**src/rtl/ps2_receptor_tecla_if.sv**
```systemverilog
// PS/2 receiver bus: raw keyboard lines in, scan code and strobes out.
// The receiver side takes the slave modport; the keyboard/consumer side takes master.
interface ps2_receptor_tecla_if;
  logic       ps2_clk;
  logic       ps2_data;
  logic [7:0] Tecla;
  logic       got_data;
  logic       frame_err;

  modport master (
    output ps2_clk,
    output ps2_data,
    input  Tecla,
    input  got_data,
    input  frame_err
  );

  modport slave (
    input  ps2_clk,
    input  ps2_data,
    output Tecla,
    output got_data,
    output frame_err
  );
endinterface

```
**src/rtl/ps2_receptor_tecla.sv**
```systemverilog
// PS/2 keyboard receiver: sync, clock deglitch, 11-bit deframe, timeout.
// Define PS2_BREAK_FILTER_EN to suppress F0 break codes and the byte after.
module ps2_receptor_tecla #(
  parameter int FILTER_LEN  = 8,
  parameter int TIMEOUT_CYC = 10000
) (
  input  logic clk,
  input  logic reset,
  ps2_receptor_tecla_if.slave bus
);
  localparam int FW = $clog2(FILTER_LEN + 1);
  localparam int TW = $clog2(TIMEOUT_CYC + 1);
  localparam logic [FW-1:0] FLT_LAST = FW'(FILTER_LEN - 1);
  localparam logic [TW-1:0] TO_LAST  = TW'(TIMEOUT_CYC - 1);

  typedef enum logic [1:0] {
    IDLE,
    DATA,
    PARITY,
    STOP
  } state_t;

  logic          r_clk_s1;
  logic          r_clk_s2;
  logic          r_dat_s1;
  logic          r_dat_s2;
  logic          r_flt;
  logic          r_flt_d;
  logic [FW-1:0] r_flt_cnt;

  state_t        r_state;
  logic [2:0]    r_idx;
  logic [7:0]    r_shift;
  logic          r_par;
  logic [TW-1:0] r_to_cnt;
  logic [7:0]    r_tecla;
  logic          r_got;
  logic          r_err;
`ifdef PS2_BREAK_FILTER_EN
  logic          r_brk;
`endif

  logic w_fall;
  logic w_data;
  logic w_tmo;
  logic w_ok;

  assign w_fall = r_flt_d & ~r_flt;
  assign w_data = r_dat_s2;
  assign w_ok   = w_data & (^{r_par, r_shift});
  assign w_tmo  = (r_state != IDLE) && !w_fall
                  && (r_to_cnt == TO_LAST);

  // Filtered clock flips only after FILTER_LEN disagreeing samples in a row
  always_ff @(posedge clk) begin
    if (reset) begin
      r_clk_s1  <= 1'b1;
      r_clk_s2  <= 1'b1;
      r_dat_s1  <= 1'b1;
      r_dat_s2  <= 1'b1;
      r_flt     <= 1'b1;
      r_flt_d   <= 1'b1;
      r_flt_cnt <= '0;
    end else begin
      r_clk_s1 <= bus.ps2_clk;
      r_clk_s2 <= r_clk_s1;
      r_dat_s1 <= bus.ps2_data;
      r_dat_s2 <= r_dat_s1;
      r_flt_d  <= r_flt;
      if (r_clk_s2 == r_flt) begin
        r_flt_cnt <= '0;
      end else if (r_flt_cnt == FLT_LAST) begin
        r_flt     <= r_clk_s2;
        r_flt_cnt <= '0;
      end else begin
        r_flt_cnt <= r_flt_cnt + 1'b1;
      end
    end
  end

  always_ff @(posedge clk) begin
    if (reset) begin
      r_state  <= IDLE;
      r_idx    <= '0;
      r_shift  <= '0;
      r_par    <= 1'b0;
      r_to_cnt <= '0;
      r_tecla  <= 8'h00;
      r_got    <= 1'b0;
      r_err    <= 1'b0;
`ifdef PS2_BREAK_FILTER_EN
      r_brk    <= 1'b0;
`endif
    end else begin
      r_got <= 1'b0;
      r_err <= 1'b0;
      if (r_state == IDLE || w_fall)
        r_to_cnt <= '0;
      else
        r_to_cnt <= r_to_cnt + 1'b1;

      if (w_tmo) begin
        r_err    <= 1'b1;
        r_state  <= IDLE;
        r_to_cnt <= '0;
      end else begin
        unique case (r_state)
          IDLE: begin
            if (w_fall && !w_data) begin
              r_state <= DATA;
              r_idx   <= '0;
            end
          end
          DATA: begin
            if (w_fall) begin
              r_shift <= {w_data, r_shift[7:1]};
              r_idx   <= r_idx + 1'b1;
              if (r_idx == 3'd7)
                r_state <= PARITY;
            end
          end
          PARITY: begin
            if (w_fall) begin
              r_par   <= w_data;
              r_state <= STOP;
            end
          end
          STOP: begin
            if (w_fall) begin
              r_state <= IDLE;
              if (w_ok) begin
`ifdef PS2_BREAK_FILTER_EN
                if (r_brk) begin
                  r_brk <= 1'b0;
                end else if (r_shift == 8'hF0) begin
                  r_brk <= 1'b1;
                end else begin
                  r_tecla <= r_shift;
                  r_got   <= 1'b1;
                end
`else
                r_tecla <= r_shift;
                r_got   <= 1'b1;
`endif
              end else begin
                r_err <= 1'b1;
              end
            end
          end
        endcase
      end
    end
  end

  assign bus.Tecla     = r_tecla;
  assign bus.got_data  = r_got;
  assign bus.frame_err = r_err;
endmodule
```
**src/flat_wrapper.sv**
```systemverilog
// flat-port wrapper written by rule: the top's interface ports become plain ports
module ps2_receptor_tecla_flat 
#(
  parameter int FILTER_LEN  = 8,
  parameter int TIMEOUT_CYC = 10000
)
  (clk, reset, bus_ps2_clk, bus_ps2_data, bus_Tecla, bus_got_data, bus_frame_err);
  ps2_receptor_tecla_if bus_i ();
  input  logic clk;
  input  logic reset;
  input wire logic [$bits(bus_i.ps2_clk)-1:0] bus_ps2_clk;
  input wire logic [$bits(bus_i.ps2_data)-1:0] bus_ps2_data;
  output wire logic [$bits(bus_i.Tecla)-1:0] bus_Tecla;
  output wire logic [$bits(bus_i.got_data)-1:0] bus_got_data;
  output wire logic [$bits(bus_i.frame_err)-1:0] bus_frame_err;
  assign bus_i.ps2_clk = bus_ps2_clk;
  assign bus_i.ps2_data = bus_ps2_data;
  assign bus_Tecla = bus_i.Tecla;
  assign bus_got_data = bus_i.got_data;
  assign bus_frame_err = bus_i.frame_err;
  ps2_receptor_tecla #(.FILTER_LEN(FILTER_LEN), .TIMEOUT_CYC(TIMEOUT_CYC)) u_core (.clk(clk), .reset(reset), .bus(bus_i));
endmodule
```
**config.mk**
```make
export PLATFORM = sky130hd
export DESIGN_NAME = ps2_receptor_tecla_flat
export DESIGN_NICKNAME = d
export VERILOG_FILES = /design/src/rtl/ps2_receptor_tecla_if.sv /design/src/rtl/ps2_receptor_tecla.sv /design/src/flat_wrapper.sv
export SDC_FILE = /design/constraint.sdc
export NUM_CORES = 1
export LEC_CHECK = 0
export CAP_MARGIN = 15
export CELL_PAD_IN_SITES_DETAIL_PLACEMENT = 1
export CELL_PAD_IN_SITES_GLOBAL_PLACEMENT = 2
export CORE_ASPECT_RATIO = 1.4
export CORE_MARGIN = 2
export CORE_UTILIZATION = 37
export DETAILED_ROUTE_END_ITERATION = 16
export GPL_TIMING_DRIVEN = 1
export PLACE_DENSITY_LB_ADDON = 0.1
export SETUP_SLACK_MARGIN = 0.15
export SYNTH_ARGS = -nofsm -noshare
export SYNTH_HDL_FRONTEND = slang
export SYNTH_SLANG_ARGS = --single-unit
```
**constraint.sdc**
```tcl
create_clock -name clk -period 1.8 [get_ports clk]
set_input_delay 0.45 -clock clk [delete_from_list [all_inputs] [get_ports clk]]
set_output_delay 0.45 -clock clk [all_outputs]
set_load 0.01 [all_outputs]
```
==> flow_summary.ini <==
[run_status]
outcome = finished clean

[timing]
rsz0062_at_grt = true
hold_viol = 0
setup_viol = 0
slew_violations = 0
tns_ps = 0
period_needed_ps = 1657
max_freq_mhz = 603.4
worst_pin_slew_ps = 376.8
final.period_utilization_pct = 92.07
slew_headroom_pct = 74.65
fin_worst_skew_ps = 9.715

[layout]
multiInputGateArea_um2 = 1229
regArea_um2 = 973.4
instances_no_fill = 321
final_common_cell = dfxtp_1
final_cell_mix = dfxtp_1, nor2_1, mux2i_1
fin_nets = 262
area_growth_pct = 26.35
diodes = 0
drive_gt1_share_pct = 22.71
fillers = 639
finish.utilization_pct = 47.64

[yosys]
ys.flop_type = dfxtp_1
synth_seq_cells = 48
syn_area_um2 = 2180
async_flop_share_pct = 0
synth_top_family_by_area = simple AND/OR/NAND/NOR gates
syn_nets = 235
yosys.cell_types.count = 39
avgSynthCellArea_um2 = 9.774
syn_inst = 223
synth.area.mux_share_pct = 9.300
synth_edf_count = 0
yosys_warnings = 0
yosys.area_share.simple_pct = 24.23
synthAdderAreaFrac_pct = 4.592
synth_xor_area_share_pct = 10.45
ys_seq_area_share_pct = 44.09
synth-compound-area-share_pct = 4.248

[drt]
ant_nets = 0
drt_iter0_drc = 52
drt-total-wl_um = 4644
viasPerCell = 4.988
drc = 0
wl_per_cell_um = 14.47
first_pass_iters = 4
vias = 1601

[floorplan]
dieHeight_um = 94.81
num_io_pins = 14
die_area_um2 = 6529
fp.coreArea_um2 = 5781
fp.dieW_um = 68.87
placementRows = 33
initial_core_util_pct = 37.71

[clock_network]
cts_buffer_depth = 2
cts-root-buf = clkbuf_8
cts_sinks = 48
cts_tree = built
clkTransAtPathRegs_ps = 90
insertion_delay_ps = 300
h-tree-depth = 2
cts_buffers = 5

[power_and_ir_drop]
finalPower_mw = 2.380
swShare_pct = 21.26
pwr-share-comb_pct = 9.5
p_seq_share_pct = 46.0
internal_power_mw = 1.874
irDropWorstVdd_mv = 0.4510
clkPwrFrac_pct = 44.5
p_sw_mw = 0.5060
p_leak_nw = 1.064
p_per_area_nw_per_um2 = 864.1

[placed_design]
hpwlAfterDp_um = 3477
io_buffer_count = 13
gp_congestion = 0.7133
dp_cells = 309

[worst_setup_path]
worstSetupPathType = register to register
crit_path_end_kind = register
cp_top_family = simple AND/OR/NAND/NOR gates
path_cells = or4b_4 > nor4_4 > or4_4 > clkbuf_16 > nor2_2
cp.arrival_ps = 1850
required_ps = 1990
cp_slowest_cell = or4b_4
crit_fanout = 7
crit_buf_inv = 1
worstSetupStartpointType = register
max_stage_delay_ps = 540

[hold_path]
hp-class = register to register

[global_route]
antenna_found_initial = 0
grt_pass1_vias = 1691
grt-ovfl-total = 0
grt_max_degree = 25
grt.total_usage_pct = 15.71
grt_pass1_wl_um = 7721

[flow_run]
maxCapViolations = 0
## metrics by stage
step / worst slack [ps] / hold WS [ps] / area (um2)
2_1_floorplan: 147.1 / 389.5 / 2193
3_3_place_gp: 85.37 / 397.8 / 2474
3_5_place_dp: 57.12 / 397.5 / 2474
4_1_cts: 140.9 / 420.9 / 2646
5_1_grt: 80.81 / 436.6 / 2754
6_report: 142.7 / 416.1 / 2754
## power groups by stage
stage,combinational (mW),sequential [mW],clock [mW]
after global routing,0.251,1.10,1.12
after global placement,0.178,1.12,0
final,0.227,1.09,1.06
after floorplan,0.138,1.11,0
after CTS,0.193,1.09,1.09
after detailed placement,0.186,1.12,0
## cells by family (layout without fill, tap and decap cells)
kind of cell / after synthesis / after routing
flops: 48 / 48
mux: 19 / 19
buf+inv: 15 / 43
xor+xnor: 21 / 21
simple gates: 98 / 98
fa+ha+maj: 8 / 8
compound gates: 14 / 14
## final cells by class
type / count / area share (%)
clock buffers: 5 / 2.499
clock inverters: 3 / 3.271
inverters: 7 / 0.9541
multi-input cells: 160 / 44.62
flip-flops and latches: 48 / 35.35
well taps: 70 / 3.180
repair buffers: 28 / 10.13
## cells in the mapped netlist (all sizes together) (3+ instances only)
cell / number / area (um2)
a21oi: 4 / 20.02
clkbuf: 6 / 22.52
dfxtp: 48 / 960.9
ha: 8 / 100.1
inv: 7 / 26.28
mux2i: 19 / 202.7
nand2: 8 / 30.03
nand2b: 15 / 93.84
nand3: 7 / 35.03
nand3b: 3 / 22.52
nand4: 3 / 18.77
nor2: 34 / 127.6
nor2b: 3 / 18.77
nor3: 6 / 30.03
nor4: 6 / 52.55
or2: 5 / 31.28
xnor2: 14 / 122.6
xor2: 4 / 35.03
## flip-flops by register name, summed over array words and instances, names as in the netlist
signal	cells
u_core.r_flt_d	1
u_core.r_idx	3
u_core.bus.Tecla	8
u_core.bus.got_data	1
u_core.r_dat_s1	1
u_core.r_flt	1
u_core.bus.frame_err	1
u_core.r_clk_s1	1
u_core.r_par	1
u_core.r_flt_cnt	4
u_core.r_shift	8
u_core.r_state	2
u_core.r_clk_s2	1
u_core.r_dat_s2	1
u_core.r_to_cnt	14
## worst reg2reg max path, delay by kind of cell, from the launching register on
kind | cells | cell delay [ps]
simple gates | 4 | 1060
flops | 1 | 330
buf+inv | 1 | 160
## layer usage
metal	GRT usage [%]	routed length (um)	up-vias
met5	0	0	-
met4	5.392	71	0
met3	3.218	96	6
met2	27.32	2396	15
met1	18.70	2080	776
li1	-	-	804
## worst paths after layout
kind / start / to / slack, ps / cells past startpoint
min reg2reg: u_core.r_dat_s1 / u_core.r_dat_s2 / 420 / 1
min: u_core.r_dat_s1 / u_core.r_dat_s2 / 420 / 1
max: u_core.r_to_cnt[12] / u_core.r_to_cnt[12] / 140 / 5
max reg2reg: u_core.r_to_cnt[12] / u_core.r_to_cnt[12] / 140 / 5
## what timing repair did
action,CTS,global route
buffers inserted,1,2
gates resized for setup,13,24
pin swaps,1,7
gates cloned,0,1
setup endpoints to repair,33,26
hold buffers,0,0
(Power assumes the default switching activity.)
